**config.mk**
```make
export PLATFORM = sky130hd
export DESIGN_NAME = header_insert_mb
export DESIGN_NICKNAME = d
export VERILOG_FILES = /design/src/rtl/header_insert_mb.sv
export SDC_FILE = /design/constraint.sdc
export NUM_CORES = 1
export LEC_CHECK = 0
export ABC_AREA = 0
export ABC_CLOCK_PERIOD_IN_PS = 2300
export CORE_MARGIN = 3
export CORE_UTILIZATION = 30
export CTS_BUF_LIST = sky130_fd_sc_hd__clkbuf_16
export DETAILED_ROUTE_END_ITERATION = 8
export HOLD_SLACK_MARGIN = 0.05
export PLACE_DENSITY = 0.57
export RECOVER_POWER = 25
export SLEW_MARGIN = 20
export SYNTH_ARGS = -nofsm -noshare
export SYNTH_HDL_FRONTEND = slang
export SYNTH_SLANG_ARGS = --single-unit
export TNS_END_PERCENT = 100
```
**constraint.sdc**
```tcl
create_clock -name aclk -period 2.3 [get_ports aclk]
set_input_delay 0.46 -clock aclk [delete_from_list [all_inputs] [get_ports aclk]]
set_output_delay 0.46 -clock aclk [all_outputs]
set_load 0.02 [all_outputs]
```
**src/rtl/header_insert_mb.sv**
```systemverilog
// AXI4-Stream header inserter: one meta word per packet becomes a multi-beat header,
// followed by the payload packet passed through unmodified, behind one output register.
module header_insert_mb #(
    parameter int TDATA_BYTES = 8,
    parameter int TKEEP_WIDTH = TDATA_BYTES,
    parameter int HDR_BYTES   = 12,
    parameter int TID_WIDTH   = 4,
    parameter int TDEST_WIDTH = 4,
    parameter int CNT_WIDTH   = 32
) (
    input  logic                     aclk,
    input  logic                     aresetn,
    input  logic                     target_tvalid,
    output logic                     target_tready,
    input  logic [8*TDATA_BYTES-1:0] target_tdata,
    input  logic [TKEEP_WIDTH-1:0]   target_tkeep,
    input  logic                     target_tlast,
    input  logic                     meta_tvalid,
    output logic                     meta_tready,
    input  logic [8*HDR_BYTES-1:0]   meta_tdata,
    input  logic [TID_WIDTH-1:0]     meta_tid,
    input  logic [TDEST_WIDTH-1:0]   meta_tdest,
    input  logic                     meta_hdr_only,
    output logic                     initiator_tvalid,
    input  logic                     initiator_tready,
    output logic [8*TDATA_BYTES-1:0] initiator_tdata,
    output logic [TKEEP_WIDTH-1:0]   initiator_tkeep,
    output logic                     initiator_tlast,
    output logic [TID_WIDTH-1:0]     initiator_tid,
    output logic [TDEST_WIDTH-1:0]   initiator_tdest,
    output logic                     initiator_tuser,
    output logic [CNT_WIDTH-1:0]     pkt_count
);

    localparam int TDATA_BITS = 8 * TDATA_BYTES;
    localparam int HDR_BEATS  = (HDR_BYTES + TDATA_BYTES - 1) / TDATA_BYTES;
    localparam int LAST_BYTES = HDR_BYTES - (HDR_BEATS - 1) * TDATA_BYTES;
    localparam int PAD_BITS   = TDATA_BITS * HDR_BEATS;
    localparam int BEAT_W     = (HDR_BEATS > 1) ? $clog2(HDR_BEATS) : 1;

    localparam logic [TKEEP_WIDTH-1:0] KEEP_ALL  = '1;
    localparam logic [TKEEP_WIDTH-1:0] KEEP_LAST = KEEP_ALL >> (TKEEP_WIDTH - LAST_BYTES);
    localparam logic [BEAT_W-1:0]      BEAT_LAST = BEAT_W'(HDR_BEATS - 1);

    localparam logic [1:0] S_IDLE = 2'd0;
    localparam logic [1:0] S_HDR  = 2'd1;
    localparam logic [1:0] S_DATA = 2'd2;

    logic [1:0]             r_state;
    logic [PAD_BITS-1:0]    r_meta;
    logic [TID_WIDTH-1:0]   r_tid;
    logic [TDEST_WIDTH-1:0] r_tdest;
    logic                   r_hdr_only;
    logic [BEAT_W-1:0]      r_beat;

    logic                   r_tvalid;
    logic [TDATA_BITS-1:0]  r_tdata;
    logic [TKEEP_WIDTH-1:0] r_tkeep;
    logic                   r_tlast;
    logic                   r_tuser;
    logic [TID_WIDTH-1:0]   r_o_tid;
    logic [TDEST_WIDTH-1:0] r_o_tdest;
    logic [CNT_WIDTH-1:0]   r_pkt_count;

    logic                   w_adv;
    logic                   w_meta_hs;
    logic                   w_tgt_hs;
    logic                   w_hdr_last;
    logic [TDATA_BITS-1:0]  w_hdr_data;
    logic [TKEEP_WIDTH-1:0] w_hdr_keep;

    assign w_adv         = !r_tvalid || initiator_tready;
    assign meta_tready   = aresetn && (r_state == S_IDLE) && w_adv;
    assign target_tready = aresetn && (r_state == S_DATA) && w_adv;
    assign w_meta_hs     = meta_tvalid && meta_tready;
    assign w_tgt_hs      = target_tvalid && target_tready;

    // The meta word is zero-extended to whole beats, so bytes past the header read as 0.
    assign w_hdr_last = (r_beat == BEAT_LAST);
    assign w_hdr_data = r_meta[int'(r_beat) * TDATA_BITS +: TDATA_BITS];
    assign w_hdr_keep = w_hdr_last ? KEEP_LAST : KEEP_ALL;

    // NOTE: all state below uses non-blocking assignments so every register samples
    // pre-edge values; blocking here would create order-dependent simulation races.
    always_ff @(posedge aclk or negedge aresetn) begin
        if (!aresetn) begin
            r_state     <= S_IDLE;
            r_meta      <= '0;
            r_tid       <= '0;
            r_tdest     <= '0;
            r_hdr_only  <= 1'b0;
            r_beat      <= '0;
            r_tvalid    <= 1'b0;
            r_tdata     <= '0;
            r_tkeep     <= '0;
            r_tlast     <= 1'b0;
            r_tuser     <= 1'b0;
            r_o_tid     <= '0;
            r_o_tdest   <= '0;
            r_pkt_count <= '0;
        end else begin
            if (r_tvalid && initiator_tready && r_tlast) begin
                r_pkt_count <= r_pkt_count + CNT_WIDTH'(1);
            end
            // A consumed beat is dropped unless a new beat is loaded below.
            if (w_adv) begin
                r_tvalid <= 1'b0;
            end
            case (r_state)
                S_IDLE: begin
                    if (w_meta_hs) begin
                        r_meta     <= PAD_BITS'(meta_tdata);
                        r_tid      <= meta_tid;
                        r_tdest    <= meta_tdest;
                        r_hdr_only <= meta_hdr_only;
                        r_beat     <= '0;
                        r_state    <= S_HDR;
                    end
                end
                S_HDR: begin
                    if (w_adv) begin
                        r_tvalid  <= 1'b1;
                        r_tdata   <= w_hdr_data;
                        r_tkeep   <= w_hdr_keep;
                        r_tlast   <= w_hdr_last && r_hdr_only;
                        r_tuser   <= 1'b1;
                        r_o_tid   <= r_tid;
                        r_o_tdest <= r_tdest;
                        r_beat    <= r_beat + BEAT_W'(1);
                        if (w_hdr_last) begin
                            r_state <= r_hdr_only ? S_IDLE : S_DATA;
                        end
                    end
                end
                S_DATA: begin
                    if (w_tgt_hs) begin
                        r_tvalid  <= 1'b1;
                        r_tdata   <= target_tdata;
                        r_tkeep   <= target_tkeep;
                        r_tlast   <= target_tlast;
                        r_tuser   <= 1'b0;
                        r_o_tid   <= r_tid;
                        r_o_tdest <= r_tdest;
                        if (target_tlast) begin
                            r_state <= S_IDLE;
                        end
                    end
                end
                default: r_state <= S_IDLE;
            endcase
        end
    end

    assign initiator_tvalid = r_tvalid;
    assign initiator_tdata  = r_tdata;
    assign initiator_tkeep  = r_tkeep;
    assign initiator_tlast  = r_tlast;
    assign initiator_tuser  = r_tuser;
    assign initiator_tid    = r_o_tid;
    assign initiator_tdest  = r_o_tdest;
    assign pkt_count        = r_pkt_count;

endmodule

```
# == Word level (Yosys, flattened, before mapping) ==
# Cells that the tools add are included.
# word_totals
ff_bits,223
latch_bits,0
ramBits,0
mem_bits_ro,0
input_bits,183
elab_cells,75
mem_count,0
# op_classes
n_addsub,2
multipliers,0
div,0
magnitude_cmp,0
eq_ne,7
shifts,1
n_mux,33
n_bitwise,0
reduce_logical,18
# ops
cell,n
two-way mux 64 bit,2
one-hot mux 64 bit (2 select lines),1
variable part select 128 x 8 -> 64 bit,1
adder 32 x 1 -> 32 bit (second input constant),1
two-way mux 8 bit,3
two-way mux 4 bit,4
one-hot mux 4 bit (2 select lines),2
one-hot mux 8 bit (2 select lines),1
two-way mux 2 bit,6
!= test 2 bit (second input constant),5
logical AND 1 bit,9
two-way mux 1 bit,9
one-hot mux 1 bit (2 select lines),4
one-hot mux 2 bit (3 select lines),1
AND reduction 3 bit,2
AND reduction 5 bit,1
nonzero test 2 bit,2
== test 2 x 1 -> 1 bit (second input constant),1
== test 2 bit (second input constant),1
zero test 2 bit,1
AND reduction 2 bit,1
adder 1 bit (second input constant),1
zero test 1 bit,1
logical OR 1 bit,1

# == Depth between registers and ports, before layout ==
# Gate-level depths: netlist of run 1.
# logic_depth
ltp_word,6
depth_mapped,8
ltp_nobuf,6

# == Least setup slack after synthesis of run 1 ==
# No wires, ideal clock.
# synth_timing
path_kind,register to output
from,reg r_state[0]
to,out target_tready
arrival_ps,1585
required_time_ps,1840
slack_ps,255
path_stages_with_launch,7
path_buffers,3
path_cell_list,dfrtp_1 > inv_1 > ha_1 > buf_2 > buf_2 > clkbuf_1 > and3_1
# synth_between
elab_chain_len,3
# synth_lines
item,line,rtl
"start, declared",49,logic [1:0] r_state;
"start signal, assigned",131,r_state <= r_hdr_only ? S_IDLE : S_DATA;
== test 2 bit,74,assign target_tready = aresetn && (r_state == S_DATA) && w_adv;
logical AND 1 bit (2 in a row),74,
"end, declared",14,"output logic target_tready,"
# No other way between the ends.

# == Worst setup path in the final report of run 1 ==
# layout_timing
from,in aresetn
to,out target_tready
# layout_between
elab_chain_len,2
# layout_lines
item,line,rtl
"start, declared",12,"input logic aresetn,"
logical AND 1 bit (2 in a row),74,
# No other way between the ends.

==> impl_results.md, run 1 <==
* Status: complete, no violations
* Peak Freq at 0.457 GHz
* Post-synth EDFFs at 0
* Cell variety after synth at 36
* Met3 wire len at 2230 um
* Relative slew slack at 18.8%
* Final WL at 27400 um
* Total CTS buffers at 27
* Area of the multi-input gates at 0.00395 sq mm
* Worst Slack Setup Final at 113 ps
* Clk_skew at 8.39 ps
* Worst Path Max Fanout at 6
* Clock slew at reported path FFs at 60 ps
* Drt first pass iters at 4
* Synth cell count leaders: dfrtp_1, mux2_2, nand2_1, mux2i_1, o21ai_0
* Tcrit/Tclk final at 95.1%
* Die W at 187 um
* Synthesized Nets at 923
* FF-to-FF Start: r_state[1]$_DFFE_PN0P_
* Slew @ Worst Pin at 1220 ps
* Gpl congestion at 0.760
* Die span in y at 187 um
* Layout net count at 1243
* Metal2 WL at 13100 um
* Sequential share of power at 34.6%
* # fillers at 3043
* Mapped Cells at 735
* All-layer global routing usage at 15.5%
* Synth warn at 0
* Num rows at 65
* Worst-path cell chain: dlygate4sd3_1 > buf_8 > buf_4 > and3_1 > buf_4
* Buffers on Ports at 299
* CTS tree: yes
* Fraction of layout cells with a size suffix above 1 at 23.9%
* Yosys top cell area share at 56.9%
* CTS max path bufs at 3
* Max cap viols at 0
* Max-slew violation count at 0
* Post-route cell area at 0.0143 sq mm
* Async set-or-reset flop fraction in the synthesized netlist at 100%
* DP Area at 0.0134 sq mm
* CP endpoint kind: primary output
* DP HPWL at 18900 um
* Final setup fails at 0
* Synth top area cells: dfrtp_1, mux2_2, mux2i_1
* I/O pin count at 300
* Die area at 0.0349 sq mm
* Register Area at 0.00558 sq mm
* Avg WL per Cell at 18.2 um
* Area leader, netlist: dfrtp_1
* Antenna violations before repair at 2
* Synthesized area at 0.00980 sq mm
* CTS sink count at 223
* CTS H-Tree Depth at 1
* Synth-to-layout area growth at 45.7%
* Max rail drop VDD at 0.862 mV
* WS Path Type: input pin to primary output
* Root Driver: clkbuf_16
* Hold Vio Cnt, Final at 0
* Pleak at 6.15 nW
* Pwr dens at 1330 mW/mm^2
* First-pass GRT wire length at 43600 um
* Final Core Density at 44.8%
* P_sw at 0.00628 W
* RSZ-0062 raised after global routing: false
* Clock share of power at 20.5%
* Core footprint at 0.0319 sq mm
* Largest net degree at the start of global routing at 127
* Cell mode on critical path: buf_4
* Via Count at 6907
* 1st-iter DRT viols at 253
* DR top layer: met5
* Vias per inst at 4.58
* CP Launch Point: aresetn
* Max stage delay on crit path at 610 ps
* Internal power at 0.0127 W
* Synth Flop Type: dfrtp_1
* Startpoint types: input pin
* Mapped Avg Cell Area at 13.3 sq um
* CP max-delay cell: dlygate4sd3_1
* Hold Path Class: input pin to asynchronous set/reset pin
* Antenna Nets Post-Route at 0
* Setup TNS at 0 ps
* Number of synthesized register bits at 223
* M1 WL at 11500 um
* Switch share at 33.1%
* Grt ovf at 0
* Vias in the first global route at 7436
* CP Data Arrival Time at 1730 ps
* DR DRC count at 0
* Pre-CTS setup slack at -132 ps
* Seq/Total Area, Yosys at 56.9%
* Crit path required time at 1840 ps
* Combinational Power Share at 44.9%
* Min cycle time layout at 2190 ps
* Initial Util at 30.7%
* Clock latency on the worst-skew pair at 520 ps
* Most common cell in the synthesized netlist: dfrtp_1
[path summary, 6_finish.rpt]
check,slack (ps),endpoint,cells past startpoint
worst max-delay path,110,target_tready,5
worst min-delay path,390,initiator_tvalid$_DFF_PN0_,2
worst max register to register,330,initiator_tdata[35]$_DFFE_PN0P_,7
worst min register to register,470,pkt_count[31]$_DFFE_PN0P_,1
max in group asynchronous,410,initiator_tuser$_DFFE_PN0P_,4
min in group aclk,470,pkt_count[31]$_DFFE_PN0P_,1
[stage by stage]
| stage | cells | power, W | hold WS (ps) |
|---|---|---|---|
| 2_1_floorplan | 735 | 0.0118 | 164 |
| 3_3_place_gp | 1457 | 0.0151 | 248 |
| 3_5_place_dp | 1457 | 0.0152 | 247 |
| 4_1_cts | 1508 | 0.0194 | 343 |
| 5_1_grt | 1509 | 0.0202 | 359 |
| 6_report | 1509 | 0.0190 | 387 |
[worst max-delay path: cells and delay by family]
| kind | cells | cell delay, ps |
|---|---|---|
| buffers and inverters | 4 | 1090 |
| and+or+nand+nor | 1 | 180 |
[layout make-up]
cell class	count	area share, %
flip-flops and latches	223	39.1
multi-input cells	458	27.7
repair buffers	332	23.5
clock buffers	27	4.73
well taps	435	3.81
clock inverters	20	0.832
inverters	13	0.342
diodes	1	0.0175
[cells by family after synthesis]
group	Yosys count	synth area share [%]
AOI/OAI and AO/OA	75	5.25
xor gates and xnor gates	31	2.77
adders and majority gates	5	0.638
buffers and inverters	54	3.04
DFF	223	56.9
muxes	222	25.0
and+or+nand+nor	125	6.36
[what timing repair did]
item,in CTS,in global routing
gates resized for setup,6,1
pin swaps,1,0
hold buffers,2,0
setup buffers,1,0
endpoints found under the setup margin,2,1
endpoints found under the hold margin,32,0
cloned,1,0
[power groups by stage]
stage | combinational (W) | sequential, W | clock [W]
global route | 0.00925 | 0.00679 | 0.00420
finish | 0.00853 | 0.00657 | 0.00388
floorplan | 0.00451 | 0.00731 | 0
CTS | 0.00873 | 0.00659 | 0.00405
detailed placement | 0.00861 | 0.00664 | 0
global placement | 0.00849 | 0.00660 | 0
[placed cells by master, fill, tap and decap left out, types with 2 or more instances in the layout]
| master | netlist | layout |
|---|---|---|
| nand4_1 | 7 | 7 |
| xnor2_1 | 8 | 8 |
| mux2_1 | 7 | 7 |
| clkinv_2 | 0 | 7 |
| and2_1 | 3 | 2 |
| and3_1 | 8 | 7 |
| nand2b_1 | 5 | 5 |
| nor4_1 | 10 | 10 |
| mux2_2 | 177 | 177 |
| buf_4 | 9 | 21 |
| nand3_1 | 6 | 6 |
| clkbuf_1 | 12 | 2 |
| clkdlybuf4s50_1 | 0 | 295 |
| a22o_1 | 31 | 31 |
| clkinv_1 | 0 | 7 |
| inv_1 | 13 | 15 |
| nor2_1 | 10 | 9 |
| nand2_1 | 56 | 55 |
| o21ai_0 | 33 | 33 |
| and4_1 | 4 | 4 |
| dfrtp_1 | 223 | 222 |
| ha_1 | 5 | 4 |
| clkbuf_16 | 0 | 27 |
| nor3_1 | 11 | 11 |
| xor2_1 | 23 | 23 |
| dlygate4sd3_1 | 0 | 2 |
| mux2i_1 | 38 | 38 |
| buf_12 | 0 | 6 |
| a21oi_1 | 6 | 6 |
[sequential cells by signal, summed over array words and instances (netlist names)]
signal,flops
pkt_count,32
initiator_tdata,64
initiator_tlast,1
r_tdest,4
initiator_tid,4
r_beat,1
r_state,2
r_hdr_only,1
initiator_tdest,4
r_tid,4
initiator_tkeep,8
initiator_tuser,1
r_meta,96
initiator_tvalid,1
[per-layer routing]
metal	up-vias	global-route usage, %
met5	-	0
met4	2	3.61
met3	36	5.69
met2	205	25.7
met1	3405	19.4
li1	3259	-
Note: power is estimated with default switching activity, not from simulation.
==> run 2, diff against run 1 <==
Settings changed: GPL_TIMING_DRIVEN set to 0.
==> impl_results.md, run 2 (synthesized netlist as in run 1, its figures left out) <==
* Reg2reg path depth at 7 (unchanged)
* Pwr dens at 1340 mW/mm^2 (+0.86%)
* Core footprint at 0.0319 sq mm (unchanged)
* Max reg flops at 96 (unchanged)
* Most frequent cells in the layout: clkdlybuf4s50_1, dfrtp_1, mux2_2, nand2_1, mux2i_1
* Vias in the first global route at 7665 (+3.1%)
* Die W at 187 um (unchanged)
* Fraction of layout cells with a size suffix above 1 at 24.0% (+0.14 points)
* Largest net degree at the start of global routing at 90 (-29%)
* Final setup fails at 0 (unchanged)
* Antenna violations before repair at 6 (+4)
* CP endpoint kind: primary output
* Vias per inst at 4.66 (+1.9%)
* CTS max path bufs at 3 (unchanged)
* CTS sink count at 223 (unchanged)
* Grt ovf at 0 (unchanged)
* Hold Path Depth at 1
* Clock latency on the worst-skew pair at 550 ps (+30 ps)
* Root Driver: clkbuf_16
* WHS at 464 ps (+76.7 ps)
* Hold Vio Cnt, Final at 0 (unchanged)
* Clk_skew at 22.5 ps (+14.1 ps)
* Relative slew slack at 13.2% (-5.6 points)
* CP max-delay cell: dfrtp_1
* DP HPWL at 21700 um (+15%)
* Top reg by flops: r_meta
* FF-to-FF Start: r_state[0]$_DFFE_PN0P_
* Gpl congestion at 0.807 (+6.2%)
* Setup TNS at 0 ps (unchanged)
* CTS tree: yes
* Peak Freq at 0.451 GHz (-1.3%)
* Die span in y at 187 um (unchanged)
* Critical path buffers and inverters at 4 (unchanged)
* Drt first pass iters at 4 (unchanged)
* Commonest non-fill, non-tap cell in the layout: clkdlybuf4s50_1
* Crit path required time at 1840 ps (about the same)
* DP Area at 0.0134 sq mm (-0.30%)
* Pleak at 6.23 nW (+1.4%)
* Antenna Nets Post-Route at 0 (unchanged)
* Die area at 0.0349 sq mm (unchanged)
* Worst Path Max Fanout at 12 (+6)
* R2R Setup Slk at 120 ps (-210 ps)
* Max-slew violation count at 0 (unchanged)
* Clock slew at reported path FFs at 50 ps (about the same)
* RSZ-0062 raised after global routing: false
* Post-route cell area at 0.0144 sq mm (+1.1%)
* DR DRC count at 0 (unchanged)
* CP top delay family: buffers and inverters
* I/O pin count at 300 (unchanged)
* First-pass GRT wire length at 46500 um (+6.7%)
* Layout net count at 1266 (+1.9%)
* Tot Pwr at 0.0194 W (+2.0%)
* Status: complete, no violations
* Max stage delay on crit path at 400 ps (-210 ps)
* Slew @ Worst Pin at 1300 ps (+83.9 ps)
* RR Endpoint: r_meta[37]$_DFFE_PN0P_
* Max rail drop VDD at 0.665 mV (-23%)
* Min cycle time layout at 2210 ps (+28.0 ps)
* Hold Path Class: flop to flop
* Max cap viols at 0 (unchanged)
* Initial Util at 30.7% (unchanged)
* CP Data Arrival Time at 1750 ps (+20 ps)
* CTS H-Tree Depth at 1 (unchanged)
* Worst-path cell chain: inv_2 > ha_4 > buf_12 > buf_12 > and3_4 > buf_6
* 1st-iter DRT viols at 185 (-27%)
* Cell mode on critical path: buf_12
* Final WL at 30300 um (+10%)
* Tcrit/Tclk final at 96.3% (+1.2 points)
* WS Path Type: flop to primary output
* Synth-to-layout area growth at 47.3%
* Via Count at 7152 (+3.5%)
* All-layer global routing usage at 17.0% (+1.4 points)
* Final Core Density at 45.3% (+0.51 points)
* Hold Startpoint: pkt_count[31]$_DFFE_PN0P_
* Num rows at 65 (unchanged)
* Startpoint types: flop
* Buffers on Ports at 299 (unchanged)
* Total CTS buffers at 27 (unchanged)
* Worst min-delay path endpoint: pkt_count[31]$_DFFE_PN0P_
* Avg WL per Cell at 19.7 um (+8.5%)
[run 2: cell types whose count changed in the layout (fill, tap and decap cells not counted), sizes merged]
| cell | delta |
|---|---|
| bufbuf | -1 |
| diode | +2 |
| bufinv | +2 |
| clkinv | -8 |
| buf | +12 |
| inv | +6 |
| clkbuf | +11 |
| clkdlybuf4s50 | +1 |
[run 2: through the flow]
step	setup slack (ps)	std cells
2_1_floorplan	255	735
3_3_place_gp	-9740	1469
3_5_place_dp	-1040	1471
4_1_cts	-193	1524
5_1_grt	0.0692	1534
6_report	85.0	1534
[run 2: worst max path at each step]
| stage | from | endpoint | slack (ps) | depth (start not counted) |
|---|---|---|---|---|
| after floorplan | r_state[0]$_DFFE_PN0P_ | target_tready | 260 | 6 |
| final | r_state[0]$_DFFE_PN0P_ | target_tready | 90 | 6 |
| after global placement | aresetn | r_meta[85]$_DFFE_PN0P_ | -9740 | 1 |
| after detailed placement | r_state[0]$_DFFE_PN0P_ | target_tready | -1040 | 7 |
| after global routing | r_state[0]$_DFFE_PN0P_ | target_tready | 0.07 | 6 |
| after CTS | r_state[0]$_DFFE_PN0P_ | target_tready | -190 | 7 |
[run 2: metal layers]
metal,global-route usage (%),vias to the layer above,wire length [um]
li1,-,3309,-
met1,21.8,3578,12900
met2,27.7,216,14300
met4,3.95,6,534
met5,0,-,41
met3,5.73,43,2480
[run 2: worst register-to-register path: cells and delay by family, from the launching register on]
kind	cells	cell delay, ps
buffers and inverters	3	630
adder cells (fa/ha/maj)	1	220
multiplexers	1	390
AND/OR/NAND/NOR	2	450
flip-flops	1	380
[run 2: where the power goes]
part           internal (W)  leakage (nW)  switching (W)  total, W
clock network       0.00246         0.443        0.00170   0.00416
registers           0.00569          2.72       0.000865   0.00655
logic               0.00472          3.06        0.00395   0.00866
[run 2: cell type report]
type	instances	area (sq um)
flip-flops and latches	223	5580
fillers	3069	17400
repair buffers	315	3190
well taps	435	544
multi-input cells	458	3940
clock inverters	20	176
inverters	13	48.8
plain buffers	40	279
clock buffers	27	676
diodes	3	7.51
[run 2: repair_timing]
item	4_1_cts	5_1_grt
gates resized for setup	27	3
pin swaps	1	2
hold buffers	5	0
endpoints found under the setup margin	83	37
cloned	1	0
setup buffers	0	8
endpoints found under the hold margin	51	0
